**config.mk**
```make
export PLATFORM = sky130hd
export DESIGN_NAME = mem_access_stage
export DESIGN_NICKNAME = d
export VERILOG_FILES = /design/src/rtl/mem_access_stage.sv
export SDC_FILE = /design/constraint.sdc
export NUM_CORES = 1
export LEC_CHECK = 0
export CAP_MARGIN = 20
export CORE_MARGIN = 2
export CORE_UTILIZATION = 45
export CTS_CLUSTER_DIAMETER = 150
export DETAILED_ROUTE_END_ITERATION = 8
export HOLD_SLACK_MARGIN = 0.06
export PLACE_DENSITY = 0.8
export REMOVE_ABC_BUFFERS = 1
export SLEW_MARGIN = 5
export SYNTH_ARGS = -nofsm -noshare
export SYNTH_HDL_FRONTEND = slang
export SYNTH_SLANG_ARGS = --single-unit
export TNS_END_PERCENT = 100
```
**constraint.sdc**
```tcl
create_clock -name clk -period 2.1 [get_ports clk]
set_input_delay 0.315 -clock clk [delete_from_list [all_inputs] [get_ports clk]]
set_output_delay 0.315 -clock clk [all_outputs]
set_load 0.03 [all_outputs]
```
**src/rtl/mem_access_stage.sv**
```systemverilog
// Memory-access pipeline stage: turns EX/MEM load/store requests into valid/ready data-bus
// transactions, stalls the pipeline while a transaction is in flight and registers writeback.
module mem_access_stage (
  input  logic        clk,
  input  logic        rst,
  input  logic [31:0] mem_result,
  input  logic [31:0] mem_op2_selected,
  input  logic        mem_memory_write,
  input  logic        mem_memory_read,
  input  logic [2:0]  mem_memory_load_type,
  input  logic [1:0]  mem_memory_store_type,
  input  logic        mem_wb_reg_file,
  input  logic [4:0]  mem_wb_rd,
  output logic        dmem_req_valid,
  input  logic        dmem_req_ready,
  output logic [31:0] dmem_addr,
  output logic        dmem_we,
  output logic [3:0]  dmem_wstrb,
  output logic [31:0] dmem_wdata,
  input  logic        dmem_rsp_valid,
  input  logic [31:0] dmem_rdata,
  output logic        mem_stall,
  output logic        mem_misaligned,
  output logic [31:0] wb_result,
  output logic        wb_reg_file,
  output logic [4:0]  wb_rd
);

  typedef enum logic [1:0] {StIdle, StReq, StWait, StDone} state_e;

  state_e      state_q;
  logic [31:0] load_data_q;

  logic        access, is_write, is_read, misaligned, start;
  logic [3:0]  st_wstrb;
  logic [31:0] st_wdata;
  logic [31:0] load_ext;
  logic [7:0]  ld_byte;
  logic [15:0] ld_half;

  // Write wins when both read and write are requested.
  assign is_write = mem_memory_write;
  assign is_read  = mem_memory_read & ~mem_memory_write;
  assign access   = mem_memory_write | mem_memory_read;

  always_comb begin
    misaligned = 1'b0;
    if (is_write) begin
      case (mem_memory_store_type)
        2'b00:   misaligned = 1'b0;
        2'b01:   misaligned = mem_result[0];
        default: misaligned = |mem_result[1:0];
      endcase
    end else if (is_read) begin
      case (mem_memory_load_type)
        3'b000, 3'b100: misaligned = 1'b0;
        3'b001, 3'b101: misaligned = mem_result[0];
        default:        misaligned = |mem_result[1:0];
      endcase
    end
  end

  assign start     = (state_q == StIdle) & access & ~misaligned;
  assign mem_stall = start | (state_q == StReq) | (state_q == StWait);

  always_comb begin
    st_wstrb = 4'b1111;
    st_wdata = mem_op2_selected;
    case (mem_memory_store_type)
      2'b00: begin
        st_wstrb = 4'b0001 << mem_result[1:0];
        st_wdata = {4{mem_op2_selected[7:0]}};
      end
      2'b01: begin
        st_wstrb = mem_result[1] ? 4'b1100 : 4'b0011;
        st_wdata = {2{mem_op2_selected[15:0]}};
      end
      default: begin
        st_wstrb = 4'b1111;
        st_wdata = mem_op2_selected;
      end
    endcase
  end

  // EX/MEM is frozen while stalled, so the address low bits are still valid in WAIT.
  assign ld_byte = dmem_rdata[{mem_result[1:0], 3'b000} +: 8];
  assign ld_half = mem_result[1] ? dmem_rdata[31:16] : dmem_rdata[15:0];

  always_comb begin
    case (mem_memory_load_type)
      3'b000:  load_ext = {{24{ld_byte[7]}}, ld_byte};
      3'b001:  load_ext = {{16{ld_half[15]}}, ld_half};
      3'b100:  load_ext = {24'h0, ld_byte};
      3'b101:  load_ext = {16'h0, ld_half};
      default: load_ext = dmem_rdata;
    endcase
  end

  always_ff @(posedge clk) begin
    if (rst) begin
      state_q        <= StIdle;
      load_data_q    <= 32'h0;
      dmem_req_valid <= 1'b0;
      dmem_addr      <= 32'h0;
      dmem_we        <= 1'b0;
      dmem_wstrb     <= 4'h0;
      dmem_wdata     <= 32'h0;
      mem_misaligned <= 1'b0;
      wb_result      <= 32'h0;
      wb_reg_file    <= 1'b0;
      wb_rd          <= 5'h0;
    end else begin
      mem_misaligned <= 1'b0;
      unique case (state_q)
        StIdle: begin
          if (access && misaligned) begin
            mem_misaligned <= 1'b1;
          end else if (access) begin
            dmem_addr      <= {mem_result[31:2], 2'b00};
            dmem_we        <= is_write;
            dmem_wstrb     <= is_write ? st_wstrb : 4'h0;
            dmem_wdata     <= st_wdata;
            dmem_req_valid <= 1'b1;
            state_q        <= StReq;
          end
        end
        StReq: begin
          if (dmem_req_ready) begin
            dmem_req_valid <= 1'b0;
            state_q        <= dmem_we ? StDone : StWait;
          end
        end
        StWait: begin
          if (dmem_rsp_valid) begin
            load_data_q <= load_ext;
            state_q     <= StDone;
          end
        end
        StDone: state_q <= StIdle;
        default: state_q <= StIdle;
      endcase

      if (!mem_stall) begin
        wb_result   <= (state_q == StDone && is_read) ? load_data_q : mem_result;
        wb_reg_file <= mem_wb_reg_file & ~is_write &
                       ~((state_q == StIdle) & access & misaligned);
        wb_rd       <= mem_wb_rd;
      end
    end
  end

endmodule

```
# [Word level (Yosys, flattened, before mapping)]
# Cells that the tools add are included.
[word_totals] reg_bits=141 output_inout_bits=110 in_bits=113 word_cells=74
[classes] n_reduce_logical=14 mux=22 eq_ne=11 bitwise_logic=14 n_shift=2
[ops] cell="case mux 32 bit (4 select lines)" n=1
[ops] cell="case mux 32 bit (2 select lines)" n=1
[ops] cell="two-way mux 32 bit" n=1
[ops] cell="indexed part select 32 x 6 -> 8 bit" n=1
[ops] cell="two-way mux 16 bit" n=1
[ops] cell="two-way mux 2 bit" n=4
[ops] cell="two-way mux 4 bit" n=2
[ops] cell="inequality test 2 bit, second input constant" n=4
[ops] cell="case mux 2 bit (4 select lines)" n=1
[ops] cell="case mux 4 bit (2 select lines)" n=1
[ops] cell="AND reduction 4 bit" n=2
[ops] cell="OR reduction 2 bit" n=4
[ops] cell="two-way mux 1 bit" n=7
[ops] cell="bitwise AND 1 bit" n=6
[ops] cell="== test 3 bit, second input constant" n=2
[ops] cell="case mux 1 bit (2 select lines)" n=3
[ops] cell="NOT 1 bit" n=5
[ops] cell="== test 2 x 1 -> 1 bit, second input constant" n=2
[ops] cell="== test 2 bit, second input constant" n=2
[ops] cell="logical NOT 2 bit" n=2
[ops] cell="<< shifter 1 x 2 -> 4 bit, first input constant" n=1
[ops] cell="== test 3 x 1 -> 1 bit, second input constant" n=1
[ops] cell="logical NOT 3 bit" n=1
[ops] cell="bitwise OR 1 bit" n=3
[ops] cell="other kinds (4)" n=5

# [Logic depth before layout (Yosys ltp)]
# Gate-level depths: netlist of run 1.
[logic_depth] depth_word=9 ltp_mapped=9 ltp_nobuf=8

# [Worst setup path before layout of run 1]
# No wires, ideal clock.
[synth_path] path_kind="input port to flip-flop" start="input port mem_result[1]" end="register load_data_q[22]" arrival_ns=1.524 path_buffers=2 setup_ns=0.143 cell_stages=7 slack_ns=0.433 required_time_ns=1.957 path_cell_list="buf_6 -> mux4_2 -> nor2_2 -> a2111oi_4 -> nor2_4 -> buf_8 -> a211oi_2"
[synth_between] elab_chain_len=2 elab_cells_between_ends=3 classes_between="shift: 1; mux: 2"
[synth_lines] element="start, declared" line_no="6" text="input logic [31:0] mem_result,"
[synth_lines] element="indexed part select 32 x 6 -> 8 bit or two-way mux 16 bit (tied branches)" line_no="86, 87"
[synth_lines] element="case mux 32 bit (4 select lines) (*)" line_no="90" text="case (mem_memory_load_type)"
[synth_lines] element="end signal, assigned" line_no="135" text="load_data_q <= load_ext;"
[synth_lines] element="end, declared" line_no="32" text="logic [31:0] load_data_q;"
# Every way passes the cells marked *; elsewhere a longest branch is shown, timed or not.
# A chain may end at the register's enable or synchronous reset.

# [Final worst setup path of run 1]
[layout_path] start="input port mem_memory_store_type[1]" end="output port mem_stall"
[layout_between] elab_chain_len=7 elab_cells_between_ends=8 classes_between="eq/ne: 1; mux: 2; bitwise: 4; reduce/logical: 1"
[layout_lines] element="start, declared" line_no="11" text="input logic [1:0] mem_memory_store_type,"
[layout_lines] element="== test 2 x 1 -> 1 bit or logical NOT 2 bit (tied branches)" line_no="49" text="case (mem_memory_store_type)"
[layout_lines] element="case mux 1 bit (2 select lines) (*)" line_no="49"
[layout_lines] element="two-way mux 1 bit (*)" line_no="48" text="if (is_write) begin"
[layout_lines] element="NOT 1 bit (*)" line_no="63" text="assign start = (state_q == StIdle) & access & ~misaligned;"
[layout_lines] element="bitwise AND 1 bit (*)" line_no="63"
[layout_lines] element="bitwise OR 1 bit (*) (2 in series)" line_no="64" text="assign mem_stall = start | (state_q == StReq) | (state_q == StWait);"
[layout_lines] element="end, declared" line_no="22" text="output logic mem_stall,"
# Marks and branches as above.

==> results.cfg, run 1 <==
[global_routing]
grt_start_max_net_pins = 74
first_global_vias = 5756
grt_overflow = 0
track_usage = 0.255
grt_antenna_before_repair = 0
grt_pass1_wl_um = 30000

[timing]
rsz0062_at_grt = false
finalSetupTns_ps = 0
hold_viol_final = 0
min_period_ps = 2040
tightest_slew_ps = 701
post-route-period-util = 0.969
fmax_mhz = 491
whs_ps = 149
fin_skew_ps = 5.53
setup_violations = 0
fin_ws_ps = 64.3
slew_violations = 0
max_slew_margin = 0.532

[routing]
drcViolationCount = 0
ant_nets = 0
via_count = 6242
routed_wl_um = 19400
drt-initial-drc-count = 405
post_drt_wl_per_cell_um = 16.5
first_pass_iters = 5
via_per_inst = 5.33

[cts]
h-tree-depth = 4
clk_latency_ps = 420
cts.sink_count = 141
cts_tree = done
clkTransAtPathRegs_ps = 60
postCtsHoldBufs = 0
numCtsBuffers = 17
cts_buffer_depth = 2
cts-root-buf = clkbuf_16

[logic_synthesis]
synth-xor-area-share = 0
synthArstFlopShare = 0
yosys.cell_types.count = 44
synth_seq_cells = 141
synth-seq-area-share = 0.446
yosys-top-cells-area = dfxtp_1 45%, nand2_1 9.4%, mux2i_1 8.4%
synth_common_cells = 159 x nand2_1, 141 x dfxtp_1, 79 x nor2_1
yosys.area_share.adder = 0.00988
yosys.area_share.simple = 0.181
syn_inst = 756
syn_area_sq_um = 6330
yosys.area.top_type = dfxtp_1
avgSynthCellArea_sq_um = 8.38
yosysWarningCount = 0
synth_compound_area_frac = 0.218
synth_top_cell_area_share = 0.446
synthFlopType = dfxtp_1
synth.area.mux_share = 0.0873
yosysMostFrequentCell = nand2_1
synth_top_family_by_area = compound AO/OA/AOI/OAI gates
synth_edf_count = 0

[final_layout]
diodes = 0
fin_nets = 1097
syn2layout_area_growth_pct = 50.5
instances_no_fill = 1172
final_layout_size_suffix_gt1_frac = 0.110
final_core_util = 0.689
fillers = 1122

[die]
die_w_um = 123
initial_core_util = 0.458
ios = 223
core_area_sq_um = 13800
dieArea_sq_um = 15000
num_rows = 43
die_y_um = 123

[critical_path]
crit_path_max_incr_delay_ps = 640
worstPathArrival_ps = 1720
path_max_fanout = 3
r2r_end = wb_result[2]
startpoint = mem_memory_store_type[1]
worstPathRequired_ps = 1780
reg2reg_slack_ps = 180
endpoint = mem_stall
slowest_stage = clkdlybuf4s50_1
rr_worst_depth = 9
rr_startpoint = state_q[0]
critPathKind = primary input to output port
end_kind = output port
path_cells = clkdlybuf4s50_1 > a21oi_1 > o21bai_2 > and3_4 > inv_2 > buf_6
cp-start-kind = primary input

[placement]
place_congestion = 0.872
dp_cells = 1139
post-place-ws_ps = -211
hpwl_um = 13900
place.port_buffers = 220

[power]
pwr-share-clk = 0.237
peakVddDrop_v = 0.000591
power.net_switching_mw = 4.73
powerDensity_nw_per_um2 = 1290
power_switching_share = 0.385
p_int_mw = 7.57
p_seq_frac = 0.311
combPwrFrac = 0.452
power_leakage_nw = 3.78

[flow_run]
max-cap-violations = 0

[worst_hold_path]
hp-class = primary input to flip-flop

[outcome]
status = completed
## cell type report
type / count / area [sq um] / area share
Clock buffer: 20 / 447 / 0.0469
Clock inverter: 12 / 121 / 0.0127
Inverter: 8 / 35.0 / 0.00368
Multi-Input combinational cell: 542 / 3180 / 0.334
Sequential cell: 141 / 2830 / 0.297
Tap cell: 180 / 225 / 0.0236
Timing Repair Buffer: 269 / 2690 / 0.283
## worst max-delay path: cells and delay by family
kind	cells	cell delay, ps
and+or+nand+nor	1	240
AOI/OAI and AO/OA	2	340
buffers and inverters	3	820
## worst min-delay path by stage
stage	startpoint	end	slack (ps)	cells after the start
floorplan	rst	load_data_q[20]	380	1
global placement	load_data_q[12]	load_data_q[12]	430	2
detailed placement	load_data_q[12]	load_data_q[12]	430	2
CTS	rst	load_data_q[15]	130	2
global route	rst	load_data_q[15]	140	2
finish	rst	load_data_q[15]	150	2
## cells in the final DEF (no fill, tap or decap), drive strengths merged, types with 7 or more instances in the layout
cell type	n
clkdlybuf4s50	218
nand2	159
dfxtp	141
nor2	82
a21oi	70
a211oi	61
mux2i	53
buf	51
o21ai	32
clkbuf	20
o221ai	11
a311oi	10
inv	8
and3	7
nand3	7
clkinv	7
## per-stage QoR
step | total power, mW | cell area, sq um
after floorplan | 6.79 | 6010
after global placement | 9.21 | 8920
after detailed placement | 9.32 | 8920
after CTS | 12.3 | 9520
after global routing | 13.0 | 9530
final | 12.3 | 9530
## power by group through the flow
| stage | clock network (mW) | logic, mW | registers [mW] |
|---|---|---|---|
| 4_1_cts | 2.94 | 5.58 | 3.82 |
| 3_3_place_gp | 0 | 5.37 | 3.84 |
| 2_1_floorplan | 0 | 1.77 | 5.02 |
| 5_1_grt | 3.06 | 5.98 | 3.91 |
| 6_report | 2.91 | 5.57 | 3.83 |
| 3_5_place_dp | 0 | 5.46 | 3.86 |
## repair_timing
action	in CTS	in global routing
pin swaps	1	0
gates resized for setup	10	4
buffers inserted	1	0
endpoints found under the hold margin	0	0
setup endpoints to repair	1	1
## sequential cells by signal (all words and copies together), names as in the netlist, 2 cells and up
name and cells:
dmem_wdata 32, load_data_q 32, wb_result 32, dmem_addr 30, wb_rd 5, dmem_wstrb 4
state_q 2
## routing by layer
layer	vias to the layer above	track usage	part of all wire
met2	201	0.411	0.48
met4	0	0.106	0.028
li1	3095	-	-
met1	2911	0.332	0.44
met3	35	0.0558	0.055
met5	-	0	0
## cell families after synthesis
logic type	Yosys count
AO/OA/AOI/OAI	203
adder cells (fa/ha/maj)	5
buffers and inverters	74
flip-flops	141
multiplexers	54
other	1
AND/OR/NAND/NOR	278
Note: power is estimated with default switching activity, not from simulation.
==> inputs of run 2 (changes only) <==
--- a/config.mk
+++ b/config.mk
@@ -7,11 +7,12 @@
 export LEC_CHECK = 0
 export CAP_MARGIN = 20
 export CORE_MARGIN = 2
-export CORE_UTILIZATION = 45
+export CORE_UTILIZATION = 63
 export CTS_CLUSTER_DIAMETER = 150
 export DETAILED_ROUTE_END_ITERATION = 8
+export DONT_BUFFER_PORTS = 1
 export HOLD_SLACK_MARGIN = 0.06
-export PLACE_DENSITY = 0.8
+export PLACE_DENSITY = 0.79
 export REMOVE_ABC_BUFFERS = 1
 export SLEW_MARGIN = 5
 export SYNTH_ARGS = -nofsm -noshare
==> results.cfg, run 2 (synthesis gave the netlist of run 1 again) <==
[outcome]
status = complete, but fails checks
violations = hold timing

[die]
die_y_um = 104
core_area_sq_um = 9770
num_rows = 36
ios = 223
dieArea_sq_um = 10900
die_w_um = 104
initial_core_util = 0.648

[timing]
post-route-period-util = 0.968
fin_ws_ps = 67.1
min_period_ps = 2030
max_slew_margin = 0.331
tightest_slew_ps = 1000
fin_skew_ps = 9.41
fmax_mhz = 492
whs_ps = -137
slew_violations = 0
hold_viol_final = 131
finalSetupTns_ps = 0
setup_violations = 0

[final_layout]
mostFrequentLayoutCell = nand2_1
instances_no_fill = 887
final_layout_size_suffix_gt1_frac = 0.106
fillers = 723
layout_common_cells = 158 x nand2_1, 139 x dfxtp_1, 79 x nor2_1
reg.largest.list = dmem_wdata (32), load_data_q (32), wb_result (32)
fin_nets = 859
syn2layout_area_growth_pct = 14.4
diodes = 0

[global_routing]
use_met3 = 0.105
grt_pass1_wl_um = 27600
busiest_layer = met2
grt_use_met2 = 0.520
grt_overflow = 0
first_global_vias = 5533
grt_start_max_net_pins = 138
grtUsageMet1 = 0.374
track_usage = 0.316
grt_antenna_before_repair = 0

[placement]
dp_cells = 836
hpwl_um = 11300
place.port_buffers = 0
post-place-ws_ps = 96.1
place_congestion = 0.796

[cts]
clk_latency_ps = 530
cts.sink_count = 141
h-tree-depth = 4
clkTransAtPathRegs_ps = 60
numCtsBuffers = 17
cts-root-buf = clkbuf_8
cts_tree = done
cts_buffer_depth = 2
postCtsHoldBufs = 13

[power]
powerDensity_nw_per_um2 = 1560
peakVddDrop_v = 0.000764
pwr-share-clk = 0.297
combPwrFrac = 0.244
p_seq_frac = 0.458
power.net_switching_mw = 4.51
power_switching_share = 0.400
power_leakage_nw = 2.90
p_int_mw = 6.77
total_power_mw = 11.3

[routing]
via_per_inst = 6.36
first_pass_iters = 5
drt-initial-drc-count = 547
routed_wl_um = 17800
ant_nets = 0
via_count = 5643
drcViolationCount = 0
post_drt_wl_per_cell_um = 20.1

[critical_path]
rr_startpoint = state_q[1]
reg2reg_slack_ps = 110
cp-start-kind = flip-flop
worstPathArrival_ps = 1720
rr_worst_depth = 6
path_max_fanout = 7
critPathKind = flip-flop to output port
end_kind = output port
worstPathRequired_ps = 1780
r2r_end = mem_misaligned

[worst_hold_path]
hold_path_startpoint = rst
hp-class = primary input to flip-flop
hold_end = dmem_wdata[2]
whs_path_depth = 1

[flow_run]
max-cap-violations = 0
run 2: cell type report:
cell class	count	area, sq um	area share
Clock buffer	22	483	0.0667
Clock inverter	10	183	0.0252
Inverter	8	40.0	0.00553
Sequential cell	141	2830	0.390
Timing Repair Buffer	31	358	0.0494
Multi-Input combinational cell	542	3190	0.440
Tap cell	133	166	0.0230
run 2: repair_timing:
| item | 4_1_cts | 5_1_grt |
|---|---|---|
| pin swaps | 1 | 4 |
| endpoints found under the hold margin | 141 | 132 |
| cloned | 0 | 1 |
| buffers inserted | 3 | 2 |
| endpoints found under the setup margin | 1 | 5 |
| resized for setup | 9 | 7 |
run 2: power by group through the flow:
stage / clock, mW / sequential, mW / combinational (mW)
2_1_floorplan: 0 / 5.02 / 1.77
3_5_place_dp: 0 / 5.20 / 2.38
5_1_grt: 3.50 / 5.24 / 3.06
3_3_place_gp: 0 / 5.18 / 2.25
4_1_cts: 3.37 / 5.15 / 2.54
6_report: 3.35 / 5.17 / 2.76
run 2: through the flow:
step,instance area (sq um),util
2_1_floorplan,6010,-
3_3_place_gp,6340,0.649
3_5_place_dp,6340,0.649
4_1_cts,7180,0.735
5_1_grt,7250,0.741
6_report,7250,0.741
run 2: worst max-delay path, stage by stage, from the launching register on:
cell,delay (ps)
dfxtp_4,380
inv_4,50
ha_4,150
and3b_2,220
nand3_2,80
and3_4,240
inv_8,60
run 2: per-layer routing:
metal | wire, um | part of all wire
met3 | 1770 | 0.099
met5 | 0 | 0
met1 | 6810 | 0.38
met4 | 712 | 0.040
met2 | 8550 | 0.48
run 2: how the worst max path moves through the flow:
stage / startpoint / to / slack [ps] / cells after the start
3_3_place_gp: state_q[0] / wb_result[9] / 230 / 8
4_1_cts: state_q[1] / mem_stall / 5 / 6
5_1_grt: state_q[1] / mem_stall / -0.2 / 6
2_1_floorplan: state_q[0] / wb_rd[0] / -820 / 8
6_report: state_q[1] / mem_stall / 70 / 6
3_5_place_dp: state_q[1] / wb_result[14] / 100 / 8
